**config.mk**
```make
export PLATFORM = sky130hd
export DESIGN_NAME = onehot_mux_skid
export DESIGN_NICKNAME = d
export VERILOG_FILES = /design/src/rtl/onehot_mux_pkg.sv /design/src/rtl/onehot_mux_dec.sv /design/src/rtl/onehot_mux_skid.sv
export SDC_FILE = /design/constraint.sdc
export NUM_CORES = 1
export LEC_CHECK = 0
export BUFFER_PORTS_ARGS = -buffer_cell sky130_fd_sc_hd__buf_2
export CORE_UTILIZATION = 44
export DETAILED_ROUTE_END_ITERATION = 16
export GPL_ROUTABILITY_DRIVEN = 0
export PLACE_DENSITY = 0.75
export SLEW_MARGIN = 25
export SYNTH_ARGS = -nofsm -noshare
export SYNTH_HDL_FRONTEND = slang
export SYNTH_SLANG_ARGS = --single-unit
```
**constraint.sdc**
```tcl
create_clock -name clk -period 5.7 [get_ports clk]
set_input_delay 0.285 -clock clk [delete_from_list [all_inputs] [get_ports clk]]
set_output_delay 0.285 -clock clk [all_outputs]
set_load 0.005 [all_outputs]
```
**src/rtl/onehot_mux_pkg.sv**
```systemverilog
// Shared types and helpers for the one-hot writeback source-select mux.
// Select legality is checked on a fixed 15-bit field, which is wide enough for 16 channels.
package onehot_mux_pkg;

    typedef enum logic [1:0] {
        EMPTY = 2'd0,
        ONE   = 2'd1,
        FULL  = 2'd2
    } state_t;

    localparam int unsigned ERR_CNT_W = 16;
    localparam int unsigned SEL_MAX_W = 15;

    // Returns true when sel is zero or has exactly one bit set.
    function automatic logic sel_legal(input logic [SEL_MAX_W-1:0] sel);
        return (sel & (sel - SEL_MAX_W'(1))) == '0;
    endfunction

endpackage

```
**src/rtl/onehot_mux_dec.sv**
```systemverilog
// Combinational zero-or-one-hot channel select with an illegal-select flag.
// Reused without the skid stage by single-cycle cores.
module onehot_mux_dec
    import onehot_mux_pkg::*;
#(
    parameter  int WIDTH  = 32,
    parameter  int NUM_IN = 5,
    localparam int SEL_W  = NUM_IN - 1
) (
    input  logic [NUM_IN*WIDTH-1:0] i_data,
    input  logic [SEL_W-1:0]        i_sel,
    output logic [WIDTH-1:0]        o_data,
    output logic                    o_err
);

    logic w_legal;

    assign w_legal = sel_legal(SEL_MAX_W'(i_sel));
    assign o_err   = !w_legal;

    // A zero select falls through to channel 0; illegal selects force zero data.
    always_comb begin
        o_data = i_data[WIDTH-1:0];
        if (!w_legal) begin
            o_data = '0;
        end else begin
            for (int unsigned i = 0; i < SEL_W; i++) begin
                if (i_sel[i]) begin
                    o_data = i_data[(i+1)*WIDTH +: WIDTH];
                end
            end
        end
    end

endmodule

```
**src/rtl/onehot_mux_skid.sv**
```systemverilog
// One-hot source-select mux registered behind a valid/ready handshake
// with a 2-entry skid buffer and a saturating illegal-select counter.
module onehot_mux_skid
    import onehot_mux_pkg::*;
#(
    parameter  int WIDTH  = 32,
    parameter  int NUM_IN = 5,
    localparam int SEL_W  = NUM_IN - 1
) (
    input  logic                    clk,
    input  logic                    rst,
    input  logic [NUM_IN*WIDTH-1:0] in_data,
    input  logic [SEL_W-1:0]        in_sel,
    input  logic                    in_valid,
    output logic                    in_ready,
    output logic [WIDTH-1:0]        out_data,
    output logic                    out_err,
    output logic                    out_valid,
    input  logic                    out_ready,
    output logic [ERR_CNT_W-1:0]    err_count
);

    logic [WIDTH-1:0]     w_dec_data;
    logic                 w_dec_err;
    logic                 w_accept;
    logic                 w_deliver;
    logic                 w_ld_or_in;
    logic                 w_ld_or_sk;
    logic                 w_ld_sk;
    state_t               r_state;
    state_t               w_next;
    logic [WIDTH-1:0]     r_or_data;
    logic                 r_or_err;
    logic [WIDTH-1:0]     r_sk_data;
    logic                 r_sk_err;
    logic [ERR_CNT_W-1:0] r_err_count;

    onehot_mux_dec #(
        .WIDTH  (WIDTH),
        .NUM_IN (NUM_IN)
    ) u_dec (
        .i_data (in_data),
        .i_sel  (in_sel),
        .o_data (w_dec_data),
        .o_err  (w_dec_err)
    );

    // Both handshake outputs decode registered state only.
    assign in_ready  = (r_state != FULL);
    assign out_valid = (r_state != EMPTY);
    assign out_data  = r_or_data;
    assign out_err   = r_or_err;
    assign err_count = r_err_count;

    assign w_accept  = in_valid && in_ready;
    assign w_deliver = out_valid && out_ready;

    always_ff @(posedge clk or posedge rst) begin
        if (rst) begin
            r_state <= EMPTY;
        end else begin
            r_state <= w_next;
        end
    end

    always_comb begin
        w_next     = r_state;
        w_ld_or_in = 1'b0;
        w_ld_or_sk = 1'b0;
        w_ld_sk    = 1'b0;
        unique case (r_state)
            EMPTY: begin
                if (w_accept) begin
                    w_next     = ONE;
                    w_ld_or_in = 1'b1;
                end
            end
            ONE: begin
                if (w_accept && w_deliver) begin
                    w_ld_or_in = 1'b1;
                end else if (w_accept) begin
                    w_next  = FULL;
                    w_ld_sk = 1'b1;
                end else if (w_deliver) begin
                    w_next = EMPTY;
                end
            end
            FULL: begin
                if (w_deliver) begin
                    w_next     = ONE;
                    w_ld_or_sk = 1'b1;
                end
            end
            default: w_next = EMPTY;
        endcase
    end

    always_ff @(posedge clk or posedge rst) begin
        if (rst) begin
            r_or_data <= '0;
            r_or_err  <= 1'b0;
            r_sk_data <= '0;
            r_sk_err  <= 1'b0;
        end else begin
            if (w_ld_or_in) begin
                r_or_data <= w_dec_data;
                r_or_err  <= w_dec_err;
            end else if (w_ld_or_sk) begin
                r_or_data <= r_sk_data;
                r_or_err  <= r_sk_err;
            end
            if (w_ld_sk) begin
                r_sk_data <= w_dec_data;
                r_sk_err  <= w_dec_err;
            end
        end
    end

    always_ff @(posedge clk or posedge rst) begin
        if (rst) begin
            r_err_count <= '0;
        end else if (w_accept && w_dec_err && (r_err_count != '1)) begin
            r_err_count <= r_err_count + ERR_CNT_W'(1);
        end
    end

endmodule
```
# Yosys cells after proc, flatten, opt, wreduce, memory -nomap -nowiden
# Cells that the tools add are included.
dict set report word_totals {
  reg_bits 84
  input_bits 168
}
dict set report op_classes {
  add_sub_neg 2
  eq_ne 8
  n_mux 22
  bitwise 1
  n_reduce_logical 11
}
# cell n
set op_table {}
lappend op_table {{$mux W32} 7}
lappend op_table {{$add A16 B1 Y16 const B} 1}
lappend op_table {{$ne A16 B16 Y1 const B} 1}
lappend op_table {{$and A4 B15 Y15} 1}
lappend op_table {{$logic_not A15 Y1} 1}
lappend op_table {{$mux W2} 5}
lappend op_table {{$mux W1} 8}
lappend op_table {{$ne A2 B2 Y1 const B} 4}
lappend op_table {{$pmux W2 S3} 1}
lappend op_table {{$logic_and A1 B1 Y1} 5}
lappend op_table {{$sub A4 B1 Y5 const B} 1}
lappend op_table {{$reduce_and A4 Y1} 1}
lappend op_table {{$reduce_bool A2 Y1} 2}
lappend op_table {{$ne A3 B3 Y1 const B} 1}
lappend op_table {{$eq A2 B1 Y1 const B} 1}
lappend op_table {{$eq A2 B2 Y1 const B} 1}
lappend op_table {{$logic_not A2 Y1} 1}
lappend op_table {{$pmux W1 S2} 1}
lappend op_table {{$logic_not A1 Y1} 1}

# Longest topological paths before layout
dict set report depth {
  depth_word 6
  ltp_mapped 7
  ltp_nobuf 6
}

# Modules after synthesis
# Synthesis repeated with hierarchy kept, for this count alone.
dict set report hier_totals {
  cells_unflattened 562
  area_unflattened_um2 5276.3
}
# mod n_inst cells_each area_each_um2 seq_area_each_um2
set by_module_without_submodules {}
lappend by_module_without_submodules {onehot_mux_skid 1 306 3677.3 2102.0}
lappend by_module_without_submodules {onehot_mux_dec 1 256 1599.0 0.0}

# Worst setup path before layout
# OpenSTA, ideal clock, no wires.
dict set report synth_path {
  kind {input to register}
  start {in in_sel[1]}
  end {reg r_or_data[0], in the netlist out_data[0]}
  setup_time_ps 82
  arrival_time_ps 1713
  t_required_ps 5618
  slack_ps 3905
  stages 6
  n_path_buf 2
  cell_sequence {or3_1 -> buf_2 -> o21a_4 -> clkbuf_2 -> or4_1 -> a31oi_1}
}
dict set report synth_via {
  elab_chain_cells 5
  elab_cells_between_ends 8
  cone_classes {add/sub (1); mux (5); bitwise (1); reduce/logical (1)}
}
# element line_no
set synth_lines {}
lappend synth_lines {{start, declared} onehot_mux_skid.sv:13} ;# input logic [SEL_W-1:0] in_sel,
lappend synth_lines {{$sub A4 B1 Y5 or $mux W32 (tied branches)} {onehot_mux_pkg.sv:16, onehot_mux_dec.sv:28}}
lappend synth_lines {{$and A4 B15 Y15 or $mux W32 (tied branches)} {onehot_mux_pkg.sv:16, onehot_mux_dec.sv:28}}
lappend synth_lines {{$logic_not A15 Y1 or $mux W32 (tied branches)} {onehot_mux_pkg.sv:16, onehot_mux_dec.sv:28}}
lappend synth_lines {{$mux W32 *} onehot_mux_dec.sv:24} ;# if (!w_legal) begin
lappend synth_lines {{$mux W32 *} onehot_mux_skid.sv:105} ;# if (w_ld_or_in) begin
lappend synth_lines {{end signal, assigned} onehot_mux_skid.sv:106} ;# r_or_data <= w_dec_data;
lappend synth_lines {{end signal, assigned} onehot_mux_skid.sv:109} ;# r_or_data <= r_sk_data;
lappend synth_lines {{end, declared} onehot_mux_skid.sv:32} ;# logic [WIDTH-1:0] r_or_data;
# Mark *: on every way between the ends. The rest lies on a longest branch, timed or not.
# A chain may end at the register's enable or synchronous reset.

# Final worst setup path
dict set report layout_path {
  start {in in_sel[3]}
  end {reg r_or_data[14], in the netlist out_data[14]}
}
dict set report layout_via {
  elab_chain_cells 5
  elab_cells_between_ends 6
  cone_classes {add/sub (1); mux (3); bitwise (1); reduce/logical (1)}
}
# element line_no
set layout_lines {}
lappend layout_lines {{$sub A4 B1 Y5} onehot_mux_pkg.sv:16} ;# return (sel & (sel - SEL_MAX_W'(1))) == '0;
lappend layout_lines {{$and A4 B15 Y15} onehot_mux_pkg.sv:16}
lappend layout_lines {{$logic_not A15 Y1} onehot_mux_pkg.sv:16}
lappend layout_lines {{$mux W32 *} onehot_mux_dec.sv:24}
lappend layout_lines {{$mux W32 *} onehot_mux_skid.sv:105}
# Marks and branches as above.

==> reports/summary.txt <==
Layout Nets: 918
Die W: 107.5 µm
R2R cell count: 4
element type at the critical path end: register
gate family responsible for the most delay along the worst path: simple AND/OR/NAND/NOR gates
Unique masters post-synth: 37
Slowest-stage cell, CP: or4_1
CTS resizes: 0
Fin Clk Skew: 14.23 ps
Clock Latency Late Sink: 350 ps
Pint: 1.227 mW
Worst setup SP type: primary input
final core utilization: 57.44%
Critical Path AT: 2710 ps
RSZ-0062 raised after global routing: no
Final HPWL DP: 10170 µm
type of the worst min-delay path: in2async
Worst R2R Start: r_state[1]
Post-Syn Area: 4896 µm²
proportion of netlist area held by the largest area contributor: 42.93%
vias after detailed routing: 5040
Comb pwr share: 30.3%
IO Port Bufs: 218
CTS clk-pin slew, worst paths: 90 ps
synth top area cells: dfrtp_1 (43%), nand2_1 (8.1%), o41ai_1 (5.7%)
number of max-cap violations: 0
critical path class: in2reg
Post-Syn Nets: 735
Buf/Inv on CP: 3
Setup TNS: 0 ps
post-DR vias/cell: 5.631
Yosys reg bits: 84
Final Routed Wirelength: 14620 µm
max frequency: 0.4083 GHz
1st-pass router iterations: 4
area of the core: 10840 µm²
sw frac: 33.92%
worst rel slew slack: 49.42%
worst reg2reg setup slack: 3610 ps
first-pass GRT wire length: 23180 µm
layout cells sized above 1: 33.16%
Crit Reg-Reg Endpoint: out_data[14]
H-tree Lvls: 3
PwrDens: 298.1 nW/µm²
DR WL/cell: 16.34 µm
hold_buf cts: 0
Die Y: 107.5 µm
Max Buffers Root-to-Sink: 2
Mapped Cells: 566
CP most frequent cell: buf_4
Overflow after GRT: 0
Num CTS Buffers: 9
final worst-path cycle share: 42.97%
Post-CTS Setup Inserts: 0
CP Depth: 7
number of global-route vias before repair: 4747
row cnt: 38
die footprint: 11550 µm²
Yosys top cell by area: dfrtp_1
Final min period: 2449 ps
sequential area share after synthesis: 42.93%
Worst path max stage delay: 580 ps
synthesis-to-finish area growth: 27.19%
final setup fails: 0
status: complete, no violations
crit path from: in_sel[3]
I/O pins: 219
# clock sinks: 84
Max Slew Vio Count: 0
Synthesis Warnings: 0
Least-Margin Pin Slew: 758.7 ps
GRT Overall Usage: 25.77%
Switch Pwr: 629.7 µW
syn_area_per_cell: 8.650 µm²
antenna viol nets, final: 0
critical path endpoint: out_data[14]
final hold viol count: 0
Starting Density: 45.16%
clock root buffer: clkbuf_8
Remaining DRCs: 0
largest net degree at the start of global routing: 85
drt first-iter violations: 333
Sequential Power Share: 46.2%
Pwr Total: 1.857 mW
TritonCTS clock tree: built
CP Cell Sequence: buf_2 > buf_4 > or3_1 > buf_4 > o21a_4 > or4_1 > a31oi_1
Worst VDD drop: 0.0001290 V
Max FO, Critical Path: 66
Pleak: 2.803 nW
# fillers: 1007
Clock power frac: 23.5%
final worst slack: 3251 ps
pre-CTS setup slack: 2899 ps
initial antenna violation count: 1
Req. time, crit path: 5960 ps
## cell families after synthesis
family          synth area share, %
fa+ha+maj                    0.4600
xor+xnor                      2.683
simple gates                  23.92
compound gates                25.12
flops                         42.93
mux                          0.2300
buf+inv                       4.651
## per-layer routing
metal | up-vias | GRT usage (%) | part of all wire [%]
met2 | 202 | 43.64 | 49
met5 | - | 0 | 0
met3 | 16 | 4.964 | 7.0
met1 | 2355 | 33.40 | 43
met4 | 0 | 7.339 | 1.4
li1 | 2467 | - | -
## worst min-delay path, stage by stage
cell and delay [ps]:
buf_2 110, clkinv_2 40, buf_6 580
## sequential cells by signal, summed over array words and instances, names as in the netlist
register   cells
r_sk_data     32
err_count     16
out_data      32
out_err        1
r_sk_err       1
r_state        2
## power by group through the flow
stage / Combinational (mW) / Clock, mW / Sequential, mW
final: 0.562 / 0.436 / 0.859
after global routing: 0.637 / 0.470 / 0.879
after global placement: 0.546 / 0 / 0.860
after detailed placement: 0.568 / 0 / 0.871
after floorplan: 0.323 / 0 / 0.856
after CTS: 0.569 / 0.445 / 0.859
## cells in the mapped netlist
cell type  instances
buf_2              9
nand2_1          106
o21a_4             1
nand3_1            6
and4_1             1
xnor2_1           13
o21ai_0            3
nor2b_1           32
a21oi_1            5
maj3_1             1
mux2_2             1
or3_1              1
and2b_1            1
nand4_1            7
or4_1             32
o41ai_1           32
a211oi_1          33
clkbuf_2           2
nor3b_1            1
or2_2              2
clkbuf_1          40
inv_1              2
dfrtp_1           84
ha_1               1
or2b_1             1
buf_6              1
a31oi_1           32
xor2_1             2
and3_1             5
nor2_1            37
o21a_1            32
and2_1             1
nand2b_1           3
o22ai_1           33
buf_1              1
nor4b_1            1
nor3_1             1
## worst min-delay path by stage
| stage | cells after the start | end | slack [ps] |
|---|---|---|---|
| 6_report | 3 | err_count[6] | 140 |
| 3_3_place_gp | 2 | r_sk_data[16] | 450 |
| 2_1_floorplan | 1 | r_state[1] | 350 |
| 4_1_cts | 2 | r_state[1] | 140 |
| 3_5_place_dp | 2 | r_sk_data[14] | 460 |
| 5_1_grt | 2 | r_state[1] | 140 |
## through the flow
step	instances	instance area, µm²	hold WS, ps
after floorplan	566	4896	348.1
after global placement	878	6012	454.3
after detailed placement	878	6013	460.2
after CTS	894	6216	137.6
after global routing	894	6225	144.0
final	895	6227	143.8
## placed cells by master, fill, tap and decap left out, types with 32 or more instances in the layout
| master | count |
|---|---|
| o22ai_1 | 33 |
| o21a_1 | 32 |
| a31oi_1 | 32 |
| buf_2 | 218 |
| or4_1 | 32 |
| a211oi_1 | 33 |
| nand2_1 | 105 |
| o41ai_1 | 32 |
| nor2b_1 | 32 |
| dfrtp_1 | 84 |
| nor2_1 | 37 |
## final cells by class
type	instances	area (µm²)	share of cell area (%)
flip-flops and latches	84	2102	33.76
inverters	2	8.758	0.1406
multi-input cells	427	2589	41.57
repair buffers	225	1147	18.42
clock buffers	11	141.4	2.270
well taps	140	175.2	2.813
clock inverters	5	61.31	0.9845
diodes	1	2.502	0.04018
Note: power is estimated with default switching activity, not from simulation.
